### src/rtl/uart_pkg.sv
// Shared UART definitions: FSM state type and frame geometry.
package uart_pkg;

  typedef enum logic [1:0] {
    IDLE,
    START,
    DATA,
    STOP
  } uart_state_t;

  localparam int unsigned UART_DATA_BITS  = 8;
  localparam int unsigned UART_FRAME_BITS = 10;

endpackage

### src/rtl/byte_fifo.sv
// Synchronous first-word-fall-through byte FIFO with extra-MSB pointers.
module byte_fifo #(
  parameter int unsigned DEPTH = 4
) (
  input  logic       clk,
  input  logic       reset_n,
  input  logic       push,
  input  logic [7:0] din,
  input  logic       pop,
  output logic [7:0] dout,
  output logic       full,
  output logic       empty
);

  localparam int unsigned AW = $clog2(DEPTH);

  logic [AW:0] wr_ptr;
  logic [AW:0] rd_ptr;
  logic [7:0]  mem [DEPTH];
  logic        do_push;
  logic        do_pop;

  assign empty   = (wr_ptr == rd_ptr);
  assign full    = (wr_ptr[AW] != rd_ptr[AW]) && (wr_ptr[AW-1:0] == rd_ptr[AW-1:0]);
  assign do_pop  = pop && !empty;
  // A pop on the same edge frees the slot the write lands in, so full+pop still accepts.
  assign do_push = push && (!full || do_pop);
  assign dout    = mem[rd_ptr[AW-1:0]];

  always_ff @(posedge clk or negedge reset_n) begin
    if (!reset_n) begin
      wr_ptr <= '0;
      rd_ptr <= '0;
    end else begin
      if (do_push) wr_ptr <= wr_ptr + (AW+1)'(1);
      if (do_pop)  rd_ptr <= rd_ptr + (AW+1)'(1);
    end
  end

  always_ff @(posedge clk) begin
    if (do_push) mem[wr_ptr[AW-1:0]] <= din;
  end

endmodule

### src/rtl/reg2_uart_tx.sv
// Queues every change of reg2 and serialises it as a UART 8N1 frame on tx.
module reg2_uart_tx
  import uart_pkg::*;
#(
  parameter int unsigned CLKS_PER_BIT = 16,
  parameter int unsigned FIFO_DEPTH   = 4
) (
  input  logic       clk,
  input  logic       reset_n,
  input  logic [7:0] reg2,
  input  logic       enable,
  output logic       tx,
  output logic       busy,
  output logic       overflow
);

  localparam int unsigned BW = $clog2(CLKS_PER_BIT);

  logic [7:0]    reg2_q;
  logic          want_push;
  logic          fifo_push;
  logic          fifo_pop;
  logic [7:0]    fifo_dout;
  logic          fifo_full;
  logic          fifo_empty;

  uart_state_t   state_q, state_d;
  logic [BW-1:0] baud_q, baud_d;
  logic [2:0]    bit_q, bit_d;
  logic [7:0]    shift_q, shift_d;
  logic          tx_d;
  logic          busy_d;
  logic          baud_end;

  assign want_push = (reg2 != reg2_q) && enable;
  assign fifo_push = want_push && (!fifo_full || fifo_pop);
  assign baud_end  = (baud_q == BW'(CLKS_PER_BIT - 1));

  byte_fifo #(.DEPTH(FIFO_DEPTH)) u_fifo (
    .clk     (clk),
    .reset_n (reset_n),
    .push    (fifo_push),
    .din     (reg2),
    .pop     (fifo_pop),
    .dout    (fifo_dout),
    .full    (fifo_full),
    .empty   (fifo_empty)
  );

  always_ff @(posedge clk or negedge reset_n) begin
    if (!reset_n) begin
      reg2_q   <= '0;
      overflow <= 1'b0;
    end else begin
      reg2_q <= reg2;
      if (want_push && fifo_full && !fifo_pop) overflow <= 1'b1;
    end
  end

  always_ff @(posedge clk or negedge reset_n) begin
    if (!reset_n) begin
      state_q <= IDLE;
      baud_q  <= '0;
      bit_q   <= '0;
      shift_q <= '0;
      tx      <= 1'b1;
      busy    <= 1'b0;
    end else begin
      state_q <= state_d;
      baud_q  <= baud_d;
      bit_q   <= bit_d;
      shift_q <= shift_d;
      tx      <= tx_d;
      busy    <= busy_d;
    end
  end

  always_comb begin
    state_d  = state_q;
    baud_d   = baud_q;
    bit_d    = bit_q;
    shift_d  = shift_q;
    tx_d     = tx;
    fifo_pop = 1'b0;
    unique case (state_q)
      IDLE: begin
        tx_d = 1'b1;
        if (!fifo_empty) begin
          fifo_pop = 1'b1;
          shift_d  = fifo_dout;
          tx_d     = 1'b0;
          baud_d   = '0;
          state_d  = START;
        end
      end
      START: begin
        if (baud_end) begin
          baud_d  = '0;
          bit_d   = '0;
          tx_d    = shift_q[0];
          state_d = DATA;
        end else begin
          baud_d = baud_q + BW'(1);
        end
      end
      DATA: begin
        if (baud_end) begin
          baud_d = '0;
          if (bit_q == 3'(UART_DATA_BITS - 1)) begin
            tx_d    = 1'b1;
            state_d = STOP;
          end else begin
            // Shift right so the next bit to send is always at shift_q[0].
            shift_d = {1'b0, shift_q[7:1]};
            tx_d    = shift_q[1];
            bit_d   = bit_q + 3'd1;
          end
        end else begin
          baud_d = baud_q + BW'(1);
        end
      end
      STOP: begin
        if (baud_end) begin
          baud_d = '0;
          if (!fifo_empty) begin
            fifo_pop = 1'b1;
            shift_d  = fifo_dout;
            tx_d     = 1'b0;
            state_d  = START;
          end else begin
            tx_d    = 1'b1;
            state_d = IDLE;
          end
        end else begin
          baud_d = baud_q + BW'(1);
        end
      end
      default: state_d = IDLE;
    endcase
    // Values pushed on this edge are not counted, so busy rises one edge after the first push.
    busy_d = (state_d != IDLE) || (!fifo_empty && !fifo_pop);
  end

endmodule

### config.mk
export PLATFORM = sky130hd
export DESIGN_NAME = reg2_uart_tx
export DESIGN_NICKNAME = d
export VERILOG_FILES = /design/src/rtl/uart_pkg.sv /design/src/rtl/byte_fifo.sv /design/src/rtl/reg2_uart_tx.sv
export SDC_FILE = /design/constraint.sdc
export NUM_CORES = 1
export LEC_CHECK = 0
export BUFFER_PORTS_ARGS = -buffer_cell sky130_fd_sc_hd__buf_2
export CAP_MARGIN = 20
export CORE_UTILIZATION = 44
export CTS_CLUSTER_DIAMETER = 50
export DETAILED_ROUTE_END_ITERATION = 10
export PLACE_DENSITY = 0.58
export SLEW_MARGIN = 0
export SYNTH_ARGS = -nofsm -noshare
export SYNTH_HDL_FRONTEND = slang
export SYNTH_SLANG_ARGS = --single-unit
### constraint.sdc
create_clock -name clk -period 2.5 [get_ports clk]
set_input_delay 0.125 -clock clk [delete_from_list [all_inputs] [get_ports clk]]
set_output_delay 0.125 -clock clk [all_outputs]
set_load 0.01 [all_outputs]
After elaboration in Yosys (flattened, before gate mapping)
Memory sizes are Yosys's and may differ from the RTL's.
Index checks and enable logic that the tools add are counted.
Word-level totals
  memory bits (writable): 32
  output and inout bits: 3
  bits of input ports: 11
  register bits: 34
  memories kept: 1
Operators by class
  muxes and demuxes: 30
  equality and inequality tests: 14
  reductions and logical operators: 22
  $add $sub $neg: 4
Memories
  u_fifo.mem: words 4, width 8, rd ports 1, clocked after Yosys merged registers in 0, wr ports 1, RTL line byte_fifo.sv:19  | logic [7:0] mem [DEPTH];
Operators by type and width (count)
  2-to-1 mux 8 bit: 4
  case mux 8 bit (3 select lines): 1
  2-to-1 mux 1 bit: 10
  2-to-1 mux 2 bit: 5
  inequality test 2 bit, second input constant: 5
  adder 3 x 1 -> 3 bit, second input constant: 3
  2-to-1 mux 3 bit: 3
  logical AND 1 bit: 8
  2-to-1 mux 4 bit: 2
  inequality test 8 bit: 1
  case mux 2 bit (4 select lines): 1
  case mux 4 bit (2 select lines): 1
  AND reduction 4 bit: 2
  case mux 3 bit (2 select lines): 1
  adder 4 x 1 -> 4 bit, second input constant: 1
  equality test 2 bit, second input constant: 2
  equality test 4 bit, second input constant: 1
  case mux 1 bit (4 select lines): 1
  nonzero test 2 bit: 2
  equality test 3 bit: 1
  equality test 3 bit, second input constant: 1
  logical NOT 1 bit: 3
  logical OR 1 bit: 3
  AND reduction 3 bit: 1
  7 further kinds: 7

Logic depth before layout (Yosys ltp)
Gate-level depths: netlist (run 1).
  word-level depth: 9
  gate-level depth with buffers: 7
  gate-level depth less buffers: 7

Modules after synthesis
Synthesis (run 1) repeated with hierarchy kept, for this count alone.
Unflattened totals
  cell total of the unflattened synthesis: 207
  area total of the unflattened synthesis: 3039.2 sq um
Modules (own cells, without submodules)
  byte_fifo: area an instance 1602.8 sq um, cells an instance 85, instances 1, seq. area each 1111.1 sq um
  reg2_uart_tx: area an instance 1436.4 sq um, cells an instance 122, instances 1, seq. area each 701.9 sq um

Worst setup path before layout (run 1)
Ideal clock, no wire load.
  path kind: register -> register
  from: register state_q[1]
  to: memory u_fifo.mem[0][0] (enable)
  required time: 2.168 ns
  path slack: 0.382 ns
  cell stages (with the launch flop): 7
  period minus slack after synthesis: 2.118 ns
  arrival time: 1.786 ns
  path through: dfrtp_1 inv_1 ha_1 a41oi_1 or2_4 a221oi_2 and2_1
On the way
  word-level cells in the longest chain between the ends: 7
  elaborated cells on any way between the ends: 10
Ends and longest elaborated chain
  from (decl): RTL line reg2_uart_tx.sv:27  | uart_state_t state_q, state_d;
  from (signal assigned): RTL line reg2_uart_tx.sv:69  | state_q <= state_d;
  equality test 2 bit or logical NOT 2 bit (tied branches): RTL line reg2_uart_tx.sv:85  | unique case (state_q)
  case mux 1 bit (2 select lines) (*): RTL line reg2_uart_tx.sv:85
  logical OR 1 bit or logical AND 1 bit (tied branches): RTL line reg2_uart_tx.sv:36, byte_fifo.sv:25
  logical AND 1 bit or logical OR 1 bit (tied branches): RTL line reg2_uart_tx.sv:36, byte_fifo.sv:27
  logical AND 1 bit (*): RTL line byte_fifo.sv:27  | assign do_push = push && (!full || do_pop);
  2-to-1 mux 1 bit (*): RTL line byte_fifo.sv:41  | if (do_push) mem[wr_ptr[AW-1:0]] <= din;
  2-to-1 mux 1 bit (implied by the code) (*): RTL line byte_fifo.sv:41
  to (decl): RTL line byte_fifo.sv:19
Mark *: on every way between the ends. The rest lies on a longest branch, timed or not.

Worst setup path in the final report (run 1)
  from: register state_q[1]
  to: memory u_fifo.mem[1][6] (enable)
The elaborated chain is that of the path after synthesis.

==> flow_summary.toml, run 1 <==
[yosys]
synth_area_per_cell_um2 = 15.0
synth_async_sr_flop_share = 0.515
muxShareOfSynthArea = 0.133
synthXorXnorAreaFrac = 0.0517
synth_ff_type = "dfrtp_1"
syn_inst = 198
netlist_area_um2 = 2980
synth_nets = 222
synth-edff-count = 32
synth_compound_area_frac = 0.0617
synth.distinct_cells = 42
yosys.area_share.simple = 0.0701
synth.yosys.warnings = 0
seq_area_frac_synth = 0.609
synth_top_family_by_area = "multiplexers"
ys_seq_elements = 66
synthAdderAreaFrac = 0.0546

[route]
dr.pass1.iters = 7
drt_iter0_drc = 71
viasPerCell = 5.35
wl_per_cell_um = 16.7
antenna_left = 0
dr_total_vias = 1668
routed_wl_um = 5210
post-route-drc-count = 2

[cells_and_area]
layout-drive-gt1-share = 0.294
final_common_cell = "dfrtp_1"
syn_to_final_growth_pct = 15.4
multi_input_area_um2 = 1110
num_antenna_cells = 0
fillers = 517
mostFrequentLayoutCells = "dfrtp_1, edfxtp_1, mux2_2, ha_1, buf_2"
nets = 254
seq_area_um2 = 1810

[global_routing]
grt_pass1_vias = 1709
grt_start_max_net_pins = 35
antenna_found_initial = 0
grtUsageTotal = 0.160
grt_first_pass_wirelength_um = 8430
grt.overflow.total = 0

[worst_setup_path]
reg2reg_depth = 6
path_class = "register to register"
crit_path_start_kind = "register"
worstReg2RegStart = "state_q[1]"
worst_setup_path_end_kind = "register"
critical_path_required_ps = 2510
reg2reg_setup_slack_ps = 230
r2r_end = "u_fifo.mem[1][6]"
path_max_fanout = 8
cp.arrival_ps = 2270

[die]
dieArea_um2 = 7100
die_x_um = 84.3
coreArea_um2 = 6460
io_pins = 14
initial_core_util = 0.461
rows = 29
dieHeight_um = 84.3

[clocking]
cts_resized = 0
cts_made_buffers = 9
cts.sinks = 66
cts.path.max_buffers = 2
htree_levels = 3
cts_tree = "done"
cts_root_buf = "clkbuf_8"
insertion_delay_ps = 350
clk_pin_slew_ps = 80

[run_status]
violations = "design-rule violations"
status = "finished with violations"

[flow_run]
drv_cap = 0

[power_and_ir_drop]
p_seq_frac = 0.431
p_comb_frac = 0.327
power_leakage_nw = 1.36
internal_power_mw = 2.61
clkPwrFrac = 0.242
switching_share = 0.326
ir_drop_mv = 0.545
p_total_mw = 3.86
p_switching_mw = 1.26
power.density_nw_per_um2 = 1120

[worst_hold_path]
hold_start = "enable"
min_path_cells = 4
hold_class = "input pin to register"
hold_path_end = "overflow"

[place]
port_buffers = 13
gp_congestion = 0.790
place_hpwl_um = 3630

[timing]
min_period_ps = 2270
setup_tns_ps = 0
skew_ps = 11.0
hold_ws_ps = 225
maxSlewHeadroom = 0.474
setup_violations = 0
rsz0062_at_grt = "false"
drv_slew = 0
fmax_ghz = 0.441
tightest_slew_ps = 790
hold_viol = 0
timing.final.crit_share = 0.906
-- metal layers --
| metal | wire, um | GRT usage | vias up |
|---|---|---|---|
| met3 | 190 | 0.0324 | 8 |
| met5 | 0 | 0 | - |
| li1 | - | - | 792 |
| met4 | 76 | 0.0987 | 0 |
| met2 | 2560 | 0.254 | 42 |
| met1 | 2380 | 0.203 | 826 |
-- how the worst max path moves through the flow --
stage	startpoint	to	slack [ps]	cells after the start
6_report	state_q[1]	u_fifo.mem[1][6]	230	6
5_1_grt	state_q[0]	u_fifo.mem[2][0]	90	6
2_1_floorplan	state_q[1]	u_fifo.mem[0][0]	380	6
3_3_place_gp	state_q[1]	u_fifo.mem[0][2]	280	6
4_1_cts	state_q[1]	u_fifo.mem[0][0]	230	6
3_5_place_dp	state_q[1]	u_fifo.mem[0][2]	250	6
-- worst max-delay path, cell delays in order (launching register included) --
cell      delay, ps
dfrtp_1         420
inv_1           130
ha_1            300
a41oi_1          70
or2_4           270
a221oi_2        340
and2_1          400
-- cell families after synthesis --
group,count (synthesis)
and+or+nand+nor,39
buffers and inverters,12
AOI/OAI and AO/OA,26
DFF,66
xor gates and xnor gates,15
muxes,27
adders and majority gates,13
-- power by group through the flow --
| stage | Clock (mW) | Sequential [mW] | Combinational, mW |
|---|---|---|---|
| 2_1_floorplan | 0 | 1.61 | 1.05 |
| 3_3_place_gp | 0 | 1.67 | 1.23 |
| 3_5_place_dp | 0 | 1.69 | 1.26 |
| 4_1_cts | 0.956 | 1.66 | 1.28 |
| 5_1_grt | 0.998 | 1.70 | 1.39 |
| 6_report | 0.936 | 1.66 | 1.26 |
-- timing repair --
action,CTS,global route
hold buffers,9,0
endpoints found under the hold margin,41,0
buffers inserted,0,0
-- state kept, by name, indices dropped and copies added, names as in the netlist --
register       flops
overflow           1
state_q            2
shift_q            8
u_fifo.mem        32
tx                 1
bit_q              3
u_fifo.rd_ptr      3
u_fifo.wr_ptr      3
busy               1
reg2_q             8
baud_q             4
-- through the flow --
stage / utilization / instance area (um^2) / setup slack [ps] / instances
2_1_floorplan: - / 2980 / 382 / 198
3_3_place_gp: 0.486 / 3140 / 284 / 287
4_1_cts: 0.532 / 3440 / 230 / 312
5_1_grt: 0.532 / 3440 / 85.8 / 312
3_5_place_dp: 0.486 / 3140 / 248 / 287
6_report: 0.532 / 3440 / 235 / 312
-- synth_stat cells, types with 2 or more instances --
| library cell | number | area (um^2) |
|---|---|---|
| nor3_1 | 2 | 10.0 |
| inv_1 | 6 | 22.5 |
| o21ai_0 | 7 | 35.0 |
| and2_1 | 3 | 18.8 |
| xor2_2 | 3 | 48.8 |
| xor2_1 | 9 | 78.8 |
| ha_1 | 13 | 163 |
| mux2_2 | 18 | 203 |
| nand3b_1 | 2 | 15.0 |
| edfxtp_1 | 32 | 961 |
| nor2b_1 | 2 | 12.5 |
| nand3_1 | 5 | 25.0 |
| clkbuf_1 | 2 | 7.51 |
| a21oi_1 | 6 | 30.0 |
| o31ai_1 | 3 | 22.5 |
| a211oi_1 | 2 | 15.0 |
| nand2_1 | 12 | 45.0 |
| nor2_1 | 5 | 18.8 |
| xnor2_1 | 3 | 26.3 |
| nor4_1 | 2 | 12.5 |
| dfrtp_1 | 33 | 826 |
| mux4_2 | 7 | 158 |
| buf_4 | 2 | 15.0 |
-- final cells by class --
class,instances,area share
clock buffers,9,0.0360
repair buffers,27,0.0561
multi-input cells,120,0.322
inverters,6,0.00655
well taps,77,0.0280
flip-flops and latches,66,0.527
clock inverters,7,0.0240
Power figures use the tool's default switching activity.
==> run 2, diff against run 1 <==
==> constraint.sdc (replaced) <==
create_clock -name clk -period 2.7 [get_ports clk]
set_input_delay 0.135 -clock clk [delete_from_list [all_inputs] [get_ports clk]]
set_output_delay 0.135 -clock clk [all_outputs]
set_load 0.01 [all_outputs]
==> flow_summary.toml, run 2 (synthesized netlist as in run 1, its figures left out) <==
[run_status]
status = "finished with violations"
violations = "design-rule violations"

[route]
routed_wl_um = 5250
wl_per_cell_um = 17.0
viasPerCell = 5.25
dr_total_vias = 1622
drt_iter0_drc = 37
dr.pass1.iters = 7
post-route-drc-count = 2
antenna_left = 0

[clocking]
cts_root_buf = "clkbuf_8"
cts_resized = 0
cts_made_buffers = 9
cts_tree = "done"
cts.sinks = 66
htree_levels = 3
insertion_delay_ps = 340
clk_pin_slew_ps = 80
cts.path.max_buffers = 2

[power_and_ir_drop]
p_comb_frac = 0.313
switching_share = 0.308
p_switching_mw = 1.15
power.density_nw_per_um2 = 1080
ir_drop_mv = 0.522
internal_power_mw = 2.58
p_seq_frac = 0.412
power_leakage_nw = 1.37
clkPwrFrac = 0.275

[flow_run]
drv_cap = 0

[worst_setup_path]
path_cells = "inv_1 > ha_1 > a41oi_1 > or2_4 > a221oi_2 > and2_1"
crit_path_start_kind = "register"
worst_setup_path_end_kind = "register"
critPathSlowestCell = "a221oi_2"
max_stage_delay_ps = 460
cp.arrival_ps = 2410
cp-endpoint = "u_fifo.mem[0][5]"
path_class = "register to register"
r2r_end = "u_fifo.mem[0][5]"
reg2reg_depth = 6
cp-startpoint = "state_q[1]"
worstReg2RegStart = "state_q[1]"
reg2reg_setup_slack_ps = 290
critical_path_required_ps = 2700
path_max_fanout = 8

[timing]
maxSlewHeadroom = 0.473
skew_ps = 9.75
min_period_ps = 2410
fmax_ghz = 0.415
drv_slew = 0
timing.final.crit_share = 0.892
hold_viol = 0
hold_ws_ps = 220
rsz0062_at_grt = "false"
setup_violations = 0
setup_tns_ps = 0
tightest_slew_ps = 791

[place]
placed_cells = 284
port_buffers = 13
placed_area_um2 = 3120
gp_congestion = 0.783
place_hpwl_um = 3660

[cells_and_area]
final_area_um2 = 3460
syn_to_final_growth_pct = 16.0
final_common_cell = "dfrtp_1"
layout-drive-gt1-share = 0.284
nets = 251
mostFrequentLayoutCells = "dfrtp_1, edfxtp_1, mux2_2, ha_1, buf_2"
largest_reg_flops = 32
fin_cells = 309
num_antenna_cells = 0

[die]
dieHeight_um = 84.3
rows = 29
dieArea_um2 = 7100
die_x_um = 84.3
initial_core_util = 0.461
coreArea_um2 = 6460
io_pins = 14

[global_routing]
grt_start_max_net_pins = 35
grt_first_pass_wirelength_um = 8890
grtUsageTotal = 0.171
grt.overflow.total = 0
antenna_found_initial = 0
grt_pass1_vias = 1756

[worst_hold_path]
hold_class = "input pin to register"
-- run 2: cell count changes in the layout (fill, tap and decap cells not counted) --
cell / before / now
buf_4: 5 / 2
bufinv_16: 1 / 3
inv_6: 4 / 1
clkinv_4: 2 / 3
-- run 2: metrics by stage --
stage	util	worst slack [ps]	power [mW]
after floorplan	-	582	2.46
after global placement	0.483	362	2.68
after detailed placement	0.483	298	2.73
after CTS	0.535	287	3.78
after global routing	0.535	125	3.97
final	0.535	290	3.73
-- run 2: metal layers --
metal	GRT usage	share of wire	wire, um	vias to the layer above
met5	0	0	0	-
met4	0.0909	0.018	94	0
li1	-	-	-	786
met3	0.0364	0.024	124	7
met1	0.215	0.46	2400	803
met2	0.278	0.50	2630	26
-- run 2: worst max-delay path: cells and delay by family (launching register included) --
kind,cells,cell delay (ps)
buf+inv,1,130
compound gates,2,530
fa+ha+maj,1,300
flops,1,420
simple gates,2,700
-- run 2: worst min-delay path by stage --
stage,from,end,depth (start not counted)
final,enable,u_fifo.wr_ptr[0],4
after global routing,enable,u_fifo.wr_ptr[0],4
after CTS,enable,u_fifo.wr_ptr[0],4
after detailed placement,reset_n,busy,1
after global placement,reset_n,busy,1
after floorplan,reset_n,baud_q[0],0
-- run 2: area by class of cell --
type | instances | area (um^2)
flip-flops and latches | 66 | 1810
clock inverters | 7 | 125
multi-input cells | 120 | 1110
inverters | 6 | 22.5
well taps | 77 | 96.3
fillers | 547 | 3000
repair buffers | 24 | 170
clock buffers | 9 | 124
-- run 2: power by group through the flow --
stage / sequential, mW / combinational, mW / clock [mW]
3_5_place_dp: 1.56 / 1.17 / 0
3_3_place_gp: 1.55 / 1.13 / 0
4_1_cts: 1.54 / 1.19 / 1.05
2_1_floorplan: 1.49 / 0.972 / 0
5_1_grt: 1.57 / 1.30 / 1.10
6_report: 1.54 / 1.17 / 1.03
-- run 2: what timing repair did --
| item | CTS | global route |
|---|---|---|
| hold buffers | 9 | 0 |
| endpoints found under the setup margin | 0 | 0 |
| buffers inserted | 0 | 0 |
| hold endpoints to repair | 41 | 0 |
